==> src/rtl/dcpu16_regfile.sv <==
// DCPU16 general-purpose register file: two registered read ports, one write
// port with optional write-first forwarding, stall enable and a clear sequencer.
module dcpu16_regfile #(
  parameter int DW     = 16,
  parameter int AW     = 3,
  parameter bit BYPASS = 1'b1
) (
  input  logic          clk,
  input  logic          rst,
  input  logic          ena,
  input  logic          rwe,
  input  logic [AW-1:0] rwa,
  input  logic [DW-1:0] rwd,
  input  logic [AW-1:0] rra0,
  input  logic [AW-1:0] rra1,
  output logic [DW-1:0] rrd0,
  output logic [DW-1:0] rrd1,
  output logic          busy
);

  localparam int            DEPTH = 1 << AW;
  localparam logic [AW-1:0] LAST  = AW'(DEPTH - 1);

  typedef enum logic {
    CLR = 1'b0,
    RUN = 1'b1
  } state_t;

  state_t        r_state;
  logic [AW-1:0] r_cnt;
  logic          r_busy;
  logic [DW-1:0] r_rrd0;
  logic [DW-1:0] r_rrd1;
  logic [DW-1:0] r_file [DEPTH];

  logic          w_clearing;
  logic          w_user_we;
  logic          w_mem_we;
  logic [AW-1:0] w_mem_wa;
  logic [DW-1:0] w_mem_wd;
  logic          w_fwd0;
  logic          w_fwd1;

  // The array has a single write port shared by the clear sequencer and the
  // user; reset itself also zeroes entry 0 so the sequence restarts cleanly.
  assign w_clearing = rst || (r_state == CLR);
  assign w_user_we  = (r_state == RUN) && ena && rwe;
  assign w_mem_we   = w_clearing || w_user_we;
  assign w_mem_wa   = rst ? '0 : ((r_state == CLR) ? r_cnt : rwa);
  assign w_mem_wd   = w_clearing ? '0 : rwd;

  always_ff @(posedge clk) begin
    if (w_mem_we) begin
      r_file[w_mem_wa] <= w_mem_wd;
    end
  end

  always_ff @(posedge clk) begin
    if (rst) begin
      r_state <= CLR;
      r_cnt   <= '0;
      r_busy  <= 1'b1;
    end else begin
      case (r_state)
        CLR: begin
          r_cnt <= r_cnt + 1'b1;
          if (r_cnt == LAST) begin
            r_state <= RUN;
            r_busy  <= 1'b0;
          end
        end
        default: begin
          r_state <= RUN;
          r_busy  <= 1'b0;
        end
      endcase
    end
  end

  assign w_fwd0 = BYPASS && rwe && (rwa == rra0);
  assign w_fwd1 = BYPASS && rwe && (rwa == rra1);

  // Outputs are forced to zero while clearing so no stale contents leak out.
  always_ff @(posedge clk) begin
    if (w_clearing) begin
      r_rrd0 <= '0;
      r_rrd1 <= '0;
    end else if (ena) begin
      r_rrd0 <= w_fwd0 ? rwd : r_file[rra0];
      r_rrd1 <= w_fwd1 ? rwd : r_file[rra1];
    end
  end

  assign rrd0 = r_rrd0;
  assign rrd1 = r_rrd1;
  assign busy = r_busy;

endmodule

==> config.mk <==
export PLATFORM = sky130hd
export DESIGN_NAME = dcpu16_regfile
export DESIGN_NICKNAME = d
export VERILOG_FILES = /design/src/rtl/dcpu16_regfile.sv
export SDC_FILE = /design/constraint.sdc
export NUM_CORES = 1
export LEC_CHECK = 0
export ABC_AREA = 1
export CAP_MARGIN = 10
export CORE_AREA = 2 2 108 215
export CTS_BUF_LIST = sky130_fd_sc_hd__clkbuf_16
export CTS_CLUSTER_DIAMETER = 40
export CTS_CLUSTER_SIZE = 8
export DETAILED_ROUTE_END_ITERATION = 8
export DIE_AREA = 0 0 110 217
export HOLD_SLACK_MARGIN = 0.08
export PLACE_DENSITY = 0.68
export SYNTH_ARGS = -nofsm -noshare
export SYNTH_HDL_FRONTEND = slang
export SYNTH_SLANG_ARGS = --single-unit
==> constraint.sdc <==
create_clock -name clk -period 2.8 [get_ports clk]
set_input_delay 0.56 -clock clk [delete_from_list [all_inputs] [get_ports clk]]
set_output_delay 0.56 -clock clk [all_outputs]
set_load 0.02 [all_outputs]
==> reports/qor.yml, run 1 <==
cp_data_required_time_ns: 3.16
drc: 0
num_io_pins: 62
htreeDepth: 4
die_width_um: 110
diodes: 0
layout_common_cells: "436 x sky130_fd_sc_hd__nand2_1, 186 x sky130_fd_sc_hd__nand3_1, 128 x sky130_fd_sc_hd__edfxtp_1"
cts.hold.buffers_added: 0
cts_setup_buffers: 0
synth_seq_area_share: 0.520
setup_viol: 0
post_route_clock_period_utilization: 0.781
drtAntennaViolNets: 0
p_leak_nw: 4.58
fillers: 2104
layout.cell_area.non_filler_um2: 10400
initial_antenna_violation_count: 0
timing.critical_path.fanout_max: 16
tns_ns: 0
mappedNetlistArea_um2: 8810
fin_hold_ws_ns: 0.449
hp-class: "reg2reg"
synth_simple_gate_area_frac: 0.349
synthDominantCellAreaShare: 0.436
syn_inst: 1109
cts_resized: 0
ir_drop_mv: 0.319
synth.net_count: 1140
layout-area-overhead-vs-synth_pct: 17.5
final_net_count: 1194
drv_cap: 0
grt_first_pass_wirelength_um: 41200
synth.area.mux_share: 0
yosys.cell_types.count: 24
starting_utilization_of_the_core_area: 0.394
hold_path_depth: 2
port_buffers: 61
rows: 78
synthesis.yosys.warnings: 0
hpwlAfterDp_um: 17400
cp_data_arrival_time_ns: 2.54
clkLatencyLatePin_ns: 0.43
core_area_um2: 22300
die-area_um2: 23900
ctsRootBufferMaster: "sky130_fd_sc_hd__clkbuf_16"
run_status: "finished clean"
synth_fa_ha_area_frac: 0.00284
clkTransAtPathRegs_ns: 0.07
cts_inserted_buffers: 17
synth.top_cells.by_area: "sky130_fd_sc_hd__edfxtp_1 44%, sky130_fd_sc_hd__nand2_1 19%, sky130_fd_sc_hd__nand3_1 11%"
fin_util: 0.463
via_count_of_the_first_global_routing_pass: 8027
clock-skew-final_ns: 0.0108
vias_per_cell: 5.40
worstSetupPathType: "in2reg"
drive_above_1_share: 0.101
maxSlewViolCount: 0
fmaxAchievable_ghz: 0.457
post_dp_cell_area_um2: 9810
hold_violation_total_from_the_final_report: 0
routability_congestion_estimate_from_global_placement: 0.886
setup_ws_ns: 0.614
hold_path_startpoint: "busy"
clock_tree_from_tritoncts: "yes"
unrepaired_setup_endpoints_after_global_routing: "false"
critPathCaptureType: "flip-flop"
min_period_ns: 2.19
grt_max_degree: 52
power_density_nw_per_um2: 553
setup.reg_to_reg.worst_slack_ns: 0.77
avgSynthCellArea_um2: 7.94
totalWireLength_um: 26300
slew-limit-headroom: 0.616
timing_worst_slew_pin_value_ns: 0.576
cts.path.max_buffers: 2
reg2reg_from: "r_state"
post_synth_xor_area_fraction: 0
regToRegEndpoint: "rrd1[14]"
final_common_cell: "sky130_fd_sc_hd__nand2_1"
route.detailed.wl_per_inst_um: 18.1
cells_on_worst_reg2reg_path: 10
main_combinational_cell_family_by_area_after_synthesis: "simple AND/OR/NAND/NOR gates"
global_route.usage.total: 0.229
drtIter0Drc: 628
dp_worst_setup_slack_ns: 0.177
yosysTopAreaCell: "sky130_fd_sc_hd__edfxtp_1"
dr_total_vias: 7866
flops_latches_synth: 165
holdPathEnd: "busy"
synth_compound_gate_area_share: 0.0422
first_pass_iters: 6
grt_remaining_overflow: 0
critical_path.startpoint_type: "input pin"
die_h_um: 217
cts_num_sinks: 165
per-stage QoR:
stage / cells / power, mW
after CTS: 1456 / 5.74
after detailed placement: 1424 / 3.59
final: 1456 / 5.73
after global placement: 1424 / 3.57
after global routing: 1456 / 5.93
after floorplan: 1109 / 3.31
per-layer routing:
layer,up-vias,track usage,routed length (um)
met5,-,0,0
met1,3672,0.256,9430
met4,0,0.146,1660
met3,119,0.0305,1660
met2,388,0.397,13500
li1,3687,-,-
where the power goes:
| part | leakage, nW | total (mW) | internal [mW] | switching [mW] |
|---|---|---|---|---|
| logic | 2.83 | 0.812 | 0.271 | 0.541 |
| clock network | 0.277 | 2.18 | 1.19 | 0.989 |
| registers | 1.47 | 2.73 | 2.70 | 0.0351 |
cells in the mapped netlist, drive strengths merged:
| cell type | instances |
|---|---|
| o21ai | 12 |
| dfxtp | 37 |
| a21oi | 36 |
| nand3 | 199 |
| edfxtp | 128 |
| o211ai | 12 |
| nor2 | 55 |
| clkbuf | 19 |
| buf | 48 |
| ha | 2 |
| nand2 | 450 |
| inv | 110 |
| clkinv | 1 |
sequential cells by signal, summed over array words and instances (netlist names):
register and count:
rrd1 16, busy 1, r_cnt 3, rrd0 16, r_state 1, r_file 128
cell families after synthesis:
group	count (synthesis)
and+or+nand+nor	704
buffers and inverters	178
DFF	165
AOI/OAI and AO/OA	60
adders and majority gates	2
critical path, cell delays in order:
cell and delay [ns]:
sky130_fd_sc_hd__clkdlybuf4s50_1 0.51, sky130_fd_sc_hd__inv_2 0.28, sky130_fd_sc_hd__nand3_1 0.19, sky130_fd_sc_hd__nand2_1 0.12, sky130_fd_sc_hd__inv_1 0.05, sky130_fd_sc_hd__nor2_1 0.12, sky130_fd_sc_hd__nand2_2 0.27, sky130_fd_sc_hd__nand2_1 0.13
sky130_fd_sc_hd__nand3_1 0.14, sky130_fd_sc_hd__a21oi_1 0.16
how the worst max path moves through the flow:
stage / cells after the start / end / startpoint / slack (ns)
final: 10 / rrd1[14] / rst / 0.61
after global routing: 10 / rrd1[14] / rst / 0.43
after CTS: 10 / rrd1[14] / rst / 0.60
after detailed placement: 10 / rrd1[14] / rst / 0.18
after global placement: 10 / rrd1[14] / rst / 0.23
after floorplan: 5 / r_file[7][0] / ena / 0.69
area by class of cell:
class	count	area [um^2]	area share
flip-flops and latches	165	4580	0.443
multi-input cells	766	3470	0.335
repair buffers	102	983	0.0950
clock buffers	18	450	0.0435
inverters	111	417	0.0403
well taps	280	350	0.0338
clock inverters	14	95.1	0.00919
(Power assumes the default switching activity.)
==> run 2, diff against run 1 <==
==> constraint.sdc (replaced) <==
create_clock -name clk -period 2.2 [get_ports clk]
set_input_delay 0.44 -clock clk [delete_from_list [all_inputs] [get_ports clk]]
set_output_delay 0.44 -clock clk [all_outputs]
set_load 0.02 [all_outputs]
==> run 2 against run 1 <==
Effect of this change: flip-flop and latch count did not move; hold slack gained 0.017 ns; final cell count grew 0.89%; wire length is essentially flat; total power up 28%; combinational power up 34%; core utilization rose by 1.0 points; first-iteration DRC count up 4.1%; clock power is 28% higher; cell area is 2.2% higher; via count increased by 0.67%.
==> reports/qor.yml, run 2 (same netlist as run 1, synthesis figures left out) <==
run_status: "finished clean"
htreeDepth: 4
cts_resized: 0
layout.cell_area.non_filler_um2: 10600
hp-class: "reg2reg"
dr_total_vias: 7919
cts.hold.buffers_added: 0
ir_drop_mv: 0.431
clkLatencyLatePin_ns: 0.43
grt_remaining_overflow: 0
cts_setup_buffers: 0
power_density_nw_per_um2: 695
port_buffers: 61
maxSlewViolCount: 0
ctsRootBufferMaster: "sky130_fd_sc_hd__clkbuf_16"
via_count_of_the_first_global_routing_pass: 7764
top_register: "r_file"
drv_cap: 0
critPathCaptureType: "flip-flop"
post_route_clock_period_utilization: 0.915
timing.critical_path.fanout_max: 16
slew-limit-headroom: 0.701
setup_viol: 0
initial_antenna_violation_count: 0
clock_power_share: 0.379
clkTransAtPathRegs_ns: 0.07
drive_above_1_share: 0.111
drc: 0
p_leak_nw: 4.69
timing_worst_slew_pin_value_ns: 0.449
layout_common_cells: "436 x sky130_fd_sc_hd__nand2_1, 186 x sky130_fd_sc_hd__nand3_1, 128 x sky130_fd_sc_hd__edfxtp_1"
core_area_um2: 22300
power_switching_mw: 2.06
diodes: 0
cp_data_arrival_time_ns: 2.31
grt_first_pass_wirelength_um: 40700
critical_path.startpoint_type: "flip-flop"
num_io_pins: 62
clock_tree_from_tritoncts: "yes"
totalWireLength_um: 26300
fin_hold_ws_ns: 0.467
vias_per_cell: 5.39
worstSetupPathType: "reg2reg"
die-area_um2: 23900
p_int_mw: 5.30
route.detailed.wl_per_inst_um: 17.9
final_net_count: 1207
layout-area-overhead-vs-synth_pct: 20.1
first_pass_iters: 5
cp_data_required_time_ns: 2.50
hpwlAfterDp_um: 17600
clock-skew-final_ns: 0.00893
rows: 78
cts_num_sinks: 165
starting_utilization_of_the_core_area: 0.394
die_h_um: 217
min_period_ns: 2.01
unrepaired_setup_endpoints_after_global_routing: "false"
post_dp_cell_area_um2: 10000
routability_congestion_estimate_from_global_placement: 0.976
final_common_cell: "sky130_fd_sc_hd__nand2_1"
grt_max_degree: 63
power_switching_share: 0.280
fmaxAchievable_ghz: 0.497
hold_violation_total_from_the_final_report: 0
die_width_um: 110
combinationalPowerShare: 0.148
cts_inserted_buffers: 17
drtAntennaViolNets: 0
cts.path.max_buffers: 2
power.sequential.fraction: 0.473
global_route.usage.total: 0.228
design_power_total_mw: 7.36
largest_reg_flops: 128
drtIter0Drc: 654
run 2: cell types whose count changed in the layout (fill, tap and decap cells not counted), sizes merged:
cell,delta
clkbuf,-1
inv,+2
clkinvlp,+1
clkinv,-2
buf,+13
run 2: power groups by stage:
stage | sequential (mW) | combinational, mW | clock, mW
after floorplan | 3.54 | 0.675 | 0
after global placement | 3.54 | 1.05 | 0
after detailed placement | 3.54 | 1.07 | 0
after CTS | 3.48 | 1.08 | 2.80
after global routing | 3.49 | 1.19 | 2.95
final | 3.48 | 1.09 | 2.79
run 2: path summary, 6_finish.rpt:
path                  from  endpoint  slack (ns)  cells past startpoint
hold / removal    rrd1[11]  rrd1[11]        0.47                      2
setup / recovery   r_state  rrd0[14]        0.19                     10
setup reg to reg   r_state  rrd0[14]        0.19                     10
hold reg to reg   rrd1[11]  rrd1[11]        0.47                      2
run 2: layout make-up:
type                    count  area [um^2]
multi-input cells         766         3470
fillers                  2087        11800
inverters                 111          417
clock buffers              17          425
repair buffers            115         1220
well taps                 280          350
clock inverters            15          118
flip-flops and latches    165         4580
run 2: stage by stage:
stage                     instances  TNS (ns)  setup slack (ns)  utilization
after floorplan                1109         0             0.208            -
after global placement         1437     -3.28           -0.0997        0.449
after detailed placement       1437     -6.61            -0.128        0.449
after CTS                      1469         0             0.253        0.474
after global routing           1469         0            0.0365        0.474
final                          1469         0             0.187        0.474
run 2: critical path: stages, from the launching register on:
cell and delay, ns:
sky130_fd_sc_hd__dfxtp_1 0.57, sky130_fd_sc_hd__inv_2 0.15, sky130_fd_sc_hd__nand2_1 0.11, sky130_fd_sc_hd__nand2_2 0.09, sky130_fd_sc_hd__nand3_1 0.08, sky130_fd_sc_hd__nand2_1 0.09, sky130_fd_sc_hd__nor2_4 0.23, sky130_fd_sc_hd__buf_4 0.27
sky130_fd_sc_hd__nand3_1 0.12, sky130_fd_sc_hd__nand3_1 0.11, sky130_fd_sc_hd__a21oi_1 0.07
run 2: layer usage:
layer | GRT usage | vias to the layer above | part of all wire
met2 | 0.373 | 424 | 0.49
met1 | 0.257 | 3656 | 0.36
met5 | 0 | - | 0
li1 | - | 3714 | -
met3 | 0.0437 | 125 | 0.070
met4 | 0.171 | 0 | 0.081
==> run 3, diff against run 2 <==
--- a/config.mk
+++ b/config.mk
@@ -7,12 +7,12 @@
 export LEC_CHECK = 0
 export ABC_AREA = 1
 export CAP_MARGIN = 10
-export CORE_AREA = 2 2 108 215
+export CORE_AREA = 4 4 110 217
 export CTS_BUF_LIST = sky130_fd_sc_hd__clkbuf_16
 export CTS_CLUSTER_DIAMETER = 40
 export CTS_CLUSTER_SIZE = 8
 export DETAILED_ROUTE_END_ITERATION = 8
-export DIE_AREA = 0 0 110 217
+export DIE_AREA = 0 0 114 221
 export HOLD_SLACK_MARGIN = 0.08
 export PLACE_DENSITY = 0.68
 export SYNTH_ARGS = -nofsm -noshare
==> run 3 against run 2 <==
Effect of this change: highest routed layer unchanged; maximum frequency is 4.5% higher; clock power is 4% higher; sequential share of layout area fell by 0.061 points; wire length is 6.8% lower; clock-buffer cell count unchanged; setup slack better by 0.086 ns; largest power group unchanged.
==> reports/qor.yml, run 3 (same netlist as run 1, synthesis figures left out) <==
hp-class: "reg2reg"
final_net_count: 1215
num_io_pins: 62
drtAntennaViolNets: 0
layout-area-overhead-vs-synth_pct: 20.3
critical_path.startpoint_type: "input pin"
critPathTopFamily: "simple AND/OR/NAND/NOR gates"
grt_first_pass_wirelength_um: 39000
fillers: 2087
clock_tree_from_tritoncts: "yes"
routability_congestion_estimate_from_global_placement: 0.897
hold_path_depth: 2
worstSetupPathDepth: 9
port_buffers: 61
starting_utilization_of_the_core_area: 0.398
ctsRootBufferMaster: "sky130_fd_sc_hd__clkbuf_16"
cts_resized: 0
drtIter0Drc: 745
hpwlAfterDp_um: 17100
slew-limit-headroom: 0.489
setup_viol: 0
rows: 77
vias_per_cell: 5.15
cts.path.max_buffers: 2
htreeDepth: 4
cts_setup_buffers: 0
die-area_um2: 25200
holdPathEnd: "busy"
regToRegEndpoint: "rrd1[6]"
route.detailed.wl_per_inst_um: 16.6
setup.reg_to_reg.worst_slack_ns: 0.28
drv_cap: 0
fmaxAchievable_ghz: 0.519
crit_path_max_incr_delay_ns: 0.58
totalWireLength_um: 24500
grt_remaining_overflow: 0
core_area_um2: 22200
die_width_um: 114
initial_antenna_violation_count: 0
hold_path_startpoint: "busy"
drc: 0
crit_buf_inv: 2
grt_max_degree: 84
cts_num_sinks: 165
tns_ns: 0
timing.critical_path.fanout_max: 16
diodes: 0
finalNonFillerCells: 1472
place.detailed.instances: 1441
clock-skew-final_ns: 0.00939
clkLatencyLatePin_ns: 0.44
via_count_of_the_first_global_routing_pass: 7405
layout_common_cells: "436 x sky130_fd_sc_hd__nand2_1, 186 x sky130_fd_sc_hd__nand3_1, 128 x sky130_fd_sc_hd__edfxtp_1"
cells_on_worst_reg2reg_path: 9
worstSetupPathType: "in2reg"
final_common_cell: "sky130_fd_sc_hd__nand2_1"
timing_worst_slew_pin_value_ns: 0.765
cts.hold.buffers_added: 0
dr_total_vias: 7574
ir_drop_mv: 0.593
critical_path.cell_chain: "clkdlybuf4s50_1 -> buf_4 -> nor2_4 -> nand2_1 -> nand2_1 -> nor2_2 -> nand3_1 -> nand3_1 -> a21oi_1"
global_route.usage.total: 0.198
p_leak_nw: 4.71
cts_inserted_buffers: 17
first_pass_iters: 6
top_register: "r_file"
maxSlewViolCount: 0
largest_reg_flops: 128
hold_violation_total_from_the_final_report: 0
critPathCaptureType: "flip-flop"
clkTransAtPathRegs_ns: 0.07
drive_above_1_share: 0.115
power_density_nw_per_um2: 700
cp_data_required_time_ns: 2.52
post_route_clock_period_utilization: 0.876
unrepaired_setup_endpoints_after_global_routing: "false"
timing.critical_path.slowest_stage_cell: "sky130_fd_sc_hd__nor2_2"
cp_data_arrival_time_ns: 2.25
run_status: "finished clean"
min_period_ns: 1.93
reg2reg_from: "r_state"
die_h_um: 221
==> run 3: cell count changes in the layout (fill, tap and decap cells not counted), sizes merged <==
| cell | delta |
|---|---|
| inv | -4 |
| clkinvlp | +4 |
| buf | +8 |
| bufinv | +2 |
| clkinv | -3 |
==> run 3: where the power goes <==
group,internal [mW],total (mW),switching [mW]
registers,3.43,3.48,0.0438
clock network,1.65,2.89,1.23
logic,0.392,1.05,0.660
==> run 3: worst register-to-register path, stage by stage, from the launching register on <==
cell,delay [ns]
sky130_fd_sc_hd__dfxtp_1,0.35
sky130_fd_sc_hd__buf_4,0.18
sky130_fd_sc_hd__nand2_1,0.07
sky130_fd_sc_hd__nand3_1,0.09
sky130_fd_sc_hd__nand2_1,0.09
sky130_fd_sc_hd__nand2_1,0.07
sky130_fd_sc_hd__nor2_2,0.60
sky130_fd_sc_hd__nand3_1,0.16
sky130_fd_sc_hd__nand3_1,0.13
sky130_fd_sc_hd__a21oi_1,0.07
==> run 3: worst max-delay path by stage <==
stage	start	endpoint	slack, ns
after detailed placement	rst	rrd1[6]	-0.17
after global placement	rst	rrd1[8]	-0.14
after CTS	r_state	rrd1[6]	0.29
after floorplan	ena	r_file[7][0]	0.21
final	rst	rrd1[6]	0.27
after global routing	r_state	rrd1[14]	0.08
==> run 3: through the flow <==
| stage | total power, mW | hold slack (ns) | area, um^2 | utilization | setup WS [ns] |
|---|---|---|---|---|---|
| CTS | 7.45 | 0.467 | 10600 | 0.478 | 0.292 |
| global route | 7.71 | 0.480 | 10600 | 0.478 | 0.0796 |
| finish | 7.42 | 0.463 | 10600 | 0.478 | 0.273 |
| global placement | 4.58 | 0.445 | 10000 | 0.453 | -0.141 |
| detailed placement | 4.60 | 0.455 | 10000 | 0.453 | -0.168 |
| floorplan | 4.21 | 0.460 | 8810 | - | 0.208 |
==> run 3: layer usage <==
layer / track usage / vias up / wire length [um]
met3: 0.0396 / 51 / 1440
li1: - / 3727 / -
met4: 0.0756 / 0 / 684
met5: 0 / - / 0
met2: 0.368 / 274 / 13600
met1: 0.215 / 3522 / 8830
==> run 3: area by class of cell <==
class	count	area, um^2	area share
clock buffers	17	425	0.0401
clock inverters	14	140	0.0132
inverters	111	417	0.0393
multi-input cells	766	3470	0.327
flip-flops and latches	165	4580	0.433
well taps	276	345	0.0326
repair buffers	123	1220	0.115
==> edit, RTL diff (config.mk and constraints of run 2) <==
Make the reset (`rst`) asynchronous in one clocked block.
--- a/src/rtl/dcpu16_regfile.sv
+++ b/src/rtl/dcpu16_regfile.sv
@@ -55,7 +55,7 @@
     end
   end
 
-  always_ff @(posedge clk) begin
+  always_ff @(posedge clk or posedge rst) begin
     if (rst) begin
       r_state <= CLR;
       r_cnt   <= '0;
Function: differs if rst is asserted again (counterexample within 10 cycles, from zero or initial values and one cycle with rst high); with rst held inactive, the same outputs for 10 cycles.
==> edit against run 2 <==
Area after synthesis shrank 1.3%; worst setup slack gained 0.025 ns; cell area shrank 1.6%; routed wire length shrank 8.1%; critical path depth shrank 9; total power grew 3.6%; sequential cell count is the same; non-clock buffer count shrank 18; critical path type is now reg2out.
==> edit: results (changes against run 2) <==
The routed via count is 7,538 (-4.8%). The worst supply voltage drop on vdd came out at 0.000532 V (+23%). In the synthesized netlist the dominant register cell turns out to be edfxtp_1.

The peak per-stage delay on the critical path was 0.59 ns (+0.02 ns). The placement-stage worst setup slack is 0.00888 ns (+0.137 ns). The total of warnings raised by yosys is 0 (unchanged).

The number of global-route vias before repair came to 6,996 (-9.9%). The count of nets left with antenna violations after detail routing came to 0 (unchanged). The async set-reset flop share out of synthesis came out at 3.03% (+3.0 points). The total global routing track utilization is 20.5% (-2.3 points). Ranked by instance count, the synthesized netlist is headed by nand2_1 (419), nand3_1 (203), edfxtp_1 (128). The global-route wire length before repair came out at 37,400 um (-8.1%). The post-DP HPWL is 15,500 um (-12%). The maximum number of pins on one net before global-route repair came to 90 (+43%). The weighted congestion reported at the end of routability-driven placement came to 0.937 (-4.0%). The H-tree level count was 4 (unchanged). The part of the total power dissipated in combinational logic came out at 14.7%. The DRC violation total after the first TritonRoute iteration is 783 (+20%). The clock network fraction of total power is 39.0% (+1.1 points). The sequential-to-total area share from yosys stat came out at 53.0% (+0.98 points). The layout cell share with drive strength beyond 1 came out at 9.36% (-1.7 points). The headroom to the max-slew limit is 72.6% (+2.5 points). The placed standard-cell area is 9820 um^2 (-2.2%). The clock edge transition at the registers on the reported setup and hold paths came out at 0.07 ns (about the same). Ranked by flip-flop count, first place goes to r_file. The post-synthesis net count came out at 1,113 (-2.4%). The synthesized area per cell came out at 8.04 um^2 (+1.2%). The run finished with clean final reports. The detailed-route wire length per cell is 17.0 um (-5.2%). The static leakage is 4.51 nW (-3.7%). The post-CTS setup buffer count came out at 0 (unchanged). The cell family contributing the most delay on the critical path is buffers and inverters.

The total combinational power came out at 0.00112 W. The post-cts resize count was 0 (unchanged). The number of vias per cell after detailed routing was 5.29 (-1.8%).

The count of nets after finishing is 1,161 (-3.8%). The clock tree buffer depth was 2 (unchanged). The internal portion of total power is 0.00550 W (+3.9%). The critical path arrival is 1.55 ns (-0.76 ns). The number of library cell types mapped by synthesis is 27 (+13%).

The number of flip-flops under the largest register name is 128 (unchanged). By area the synthesized netlist is led by edfxtp_1 (44%), nand2_1 (18%), nand3_1 (12%). The highest net fanout along the worst path is 2 (-14).

The count of placed standard cells including taps came out at 1,391 (-3.2%). The worst clock skew was 0.0113 ns (+0.00238 ns). The number of buffers created by CTS came out at 17 (unchanged). The multi-input logic area came out at 3370 um^2 (-2.9%).

The final total negative setup slack is 0 ns (unchanged). The number of antenna violations at the first check in global routing is 1 (+1). In this run the clock root is driven by a clkbuf_16. The number of fill cells in the layout is 2,073 (-0.67%).

The highest-power group is registers. The critical path's slowest cell is clkdlybuf4s50_1. The detailed-router iteration count before antenna repair is 5 (unchanged).
-- edit: cell count changes in the layout (fill, tap and decap cells not counted), moves of 4 or more --
cell and change:
nand2_1 -17, a21oi_1 +7, o211ai_1 +7, nand2_2 +8, dfxtp_1 -5, buf_4 -20, nand3_2 -8, nor2_1 -19
nand3_1 +17, inv_1 -13, a21oi_2 -11, dfrtp_1 +4, nand2_4 -7
-- edit: cell families (layout without fill, tap and decap cells) --
logic type	after synthesis	in the layout	synth area share, %
AO/OA/AOI/OAI	60	60	4.00
flip-flops	165	165	53.0
buffers and inverters	170	231	8.23
AND/OR/NAND/NOR	685	685	34.5
other	0	1	0
adder cells (fa/ha/maj)	2	2	0.288
-- edit: final timing paths --
check                                   from                     end  slack, ns  depth (start not counted)
max in group asynchronous                rst        busy$_DFFE_PP1P_       1.47                          3
setup reg to reg           r_state$_DFF_PP0_  r_file[7][4]$_DFFE_PP_       0.35                          6
hold / removal              busy$_DFFE_PP1P_        busy$_DFFE_PP1P_       0.44                          2
min in group asynchronous                rst    r_cnt[0]$_DFFE_PP0N_       0.53                          3
hold reg to reg             busy$_DFFE_PP1P_        busy$_DFFE_PP1P_       0.44                          2
setup / recovery            busy$_DFFE_PP1P_                    busy       0.21                          1
-- edit: routing by layer --
| metal | up-vias | wire length [um] | track usage [%] |
|---|---|---|---|
| li1 | 3620 | - | - |
| met1 | 3496 | 10300 | 28.5 |
| met2 | 368 | 11300 | 32.0 |
| met3 | 54 | 1980 | 3.56 |
| met4 | 0 | 587 | 7.30 |
| met5 | - | 0 | 0 |
-- edit: area by class of cell --
type	count	area share [%]
clock inverters	15	1.57
flip-flops and latches	165	44.3
diodes	1	0.0240
inverters	102	3.70
repair buffers	97	10.6
clock buffers	17	4.08
well taps	280	3.36
multi-input cells	747	32.3
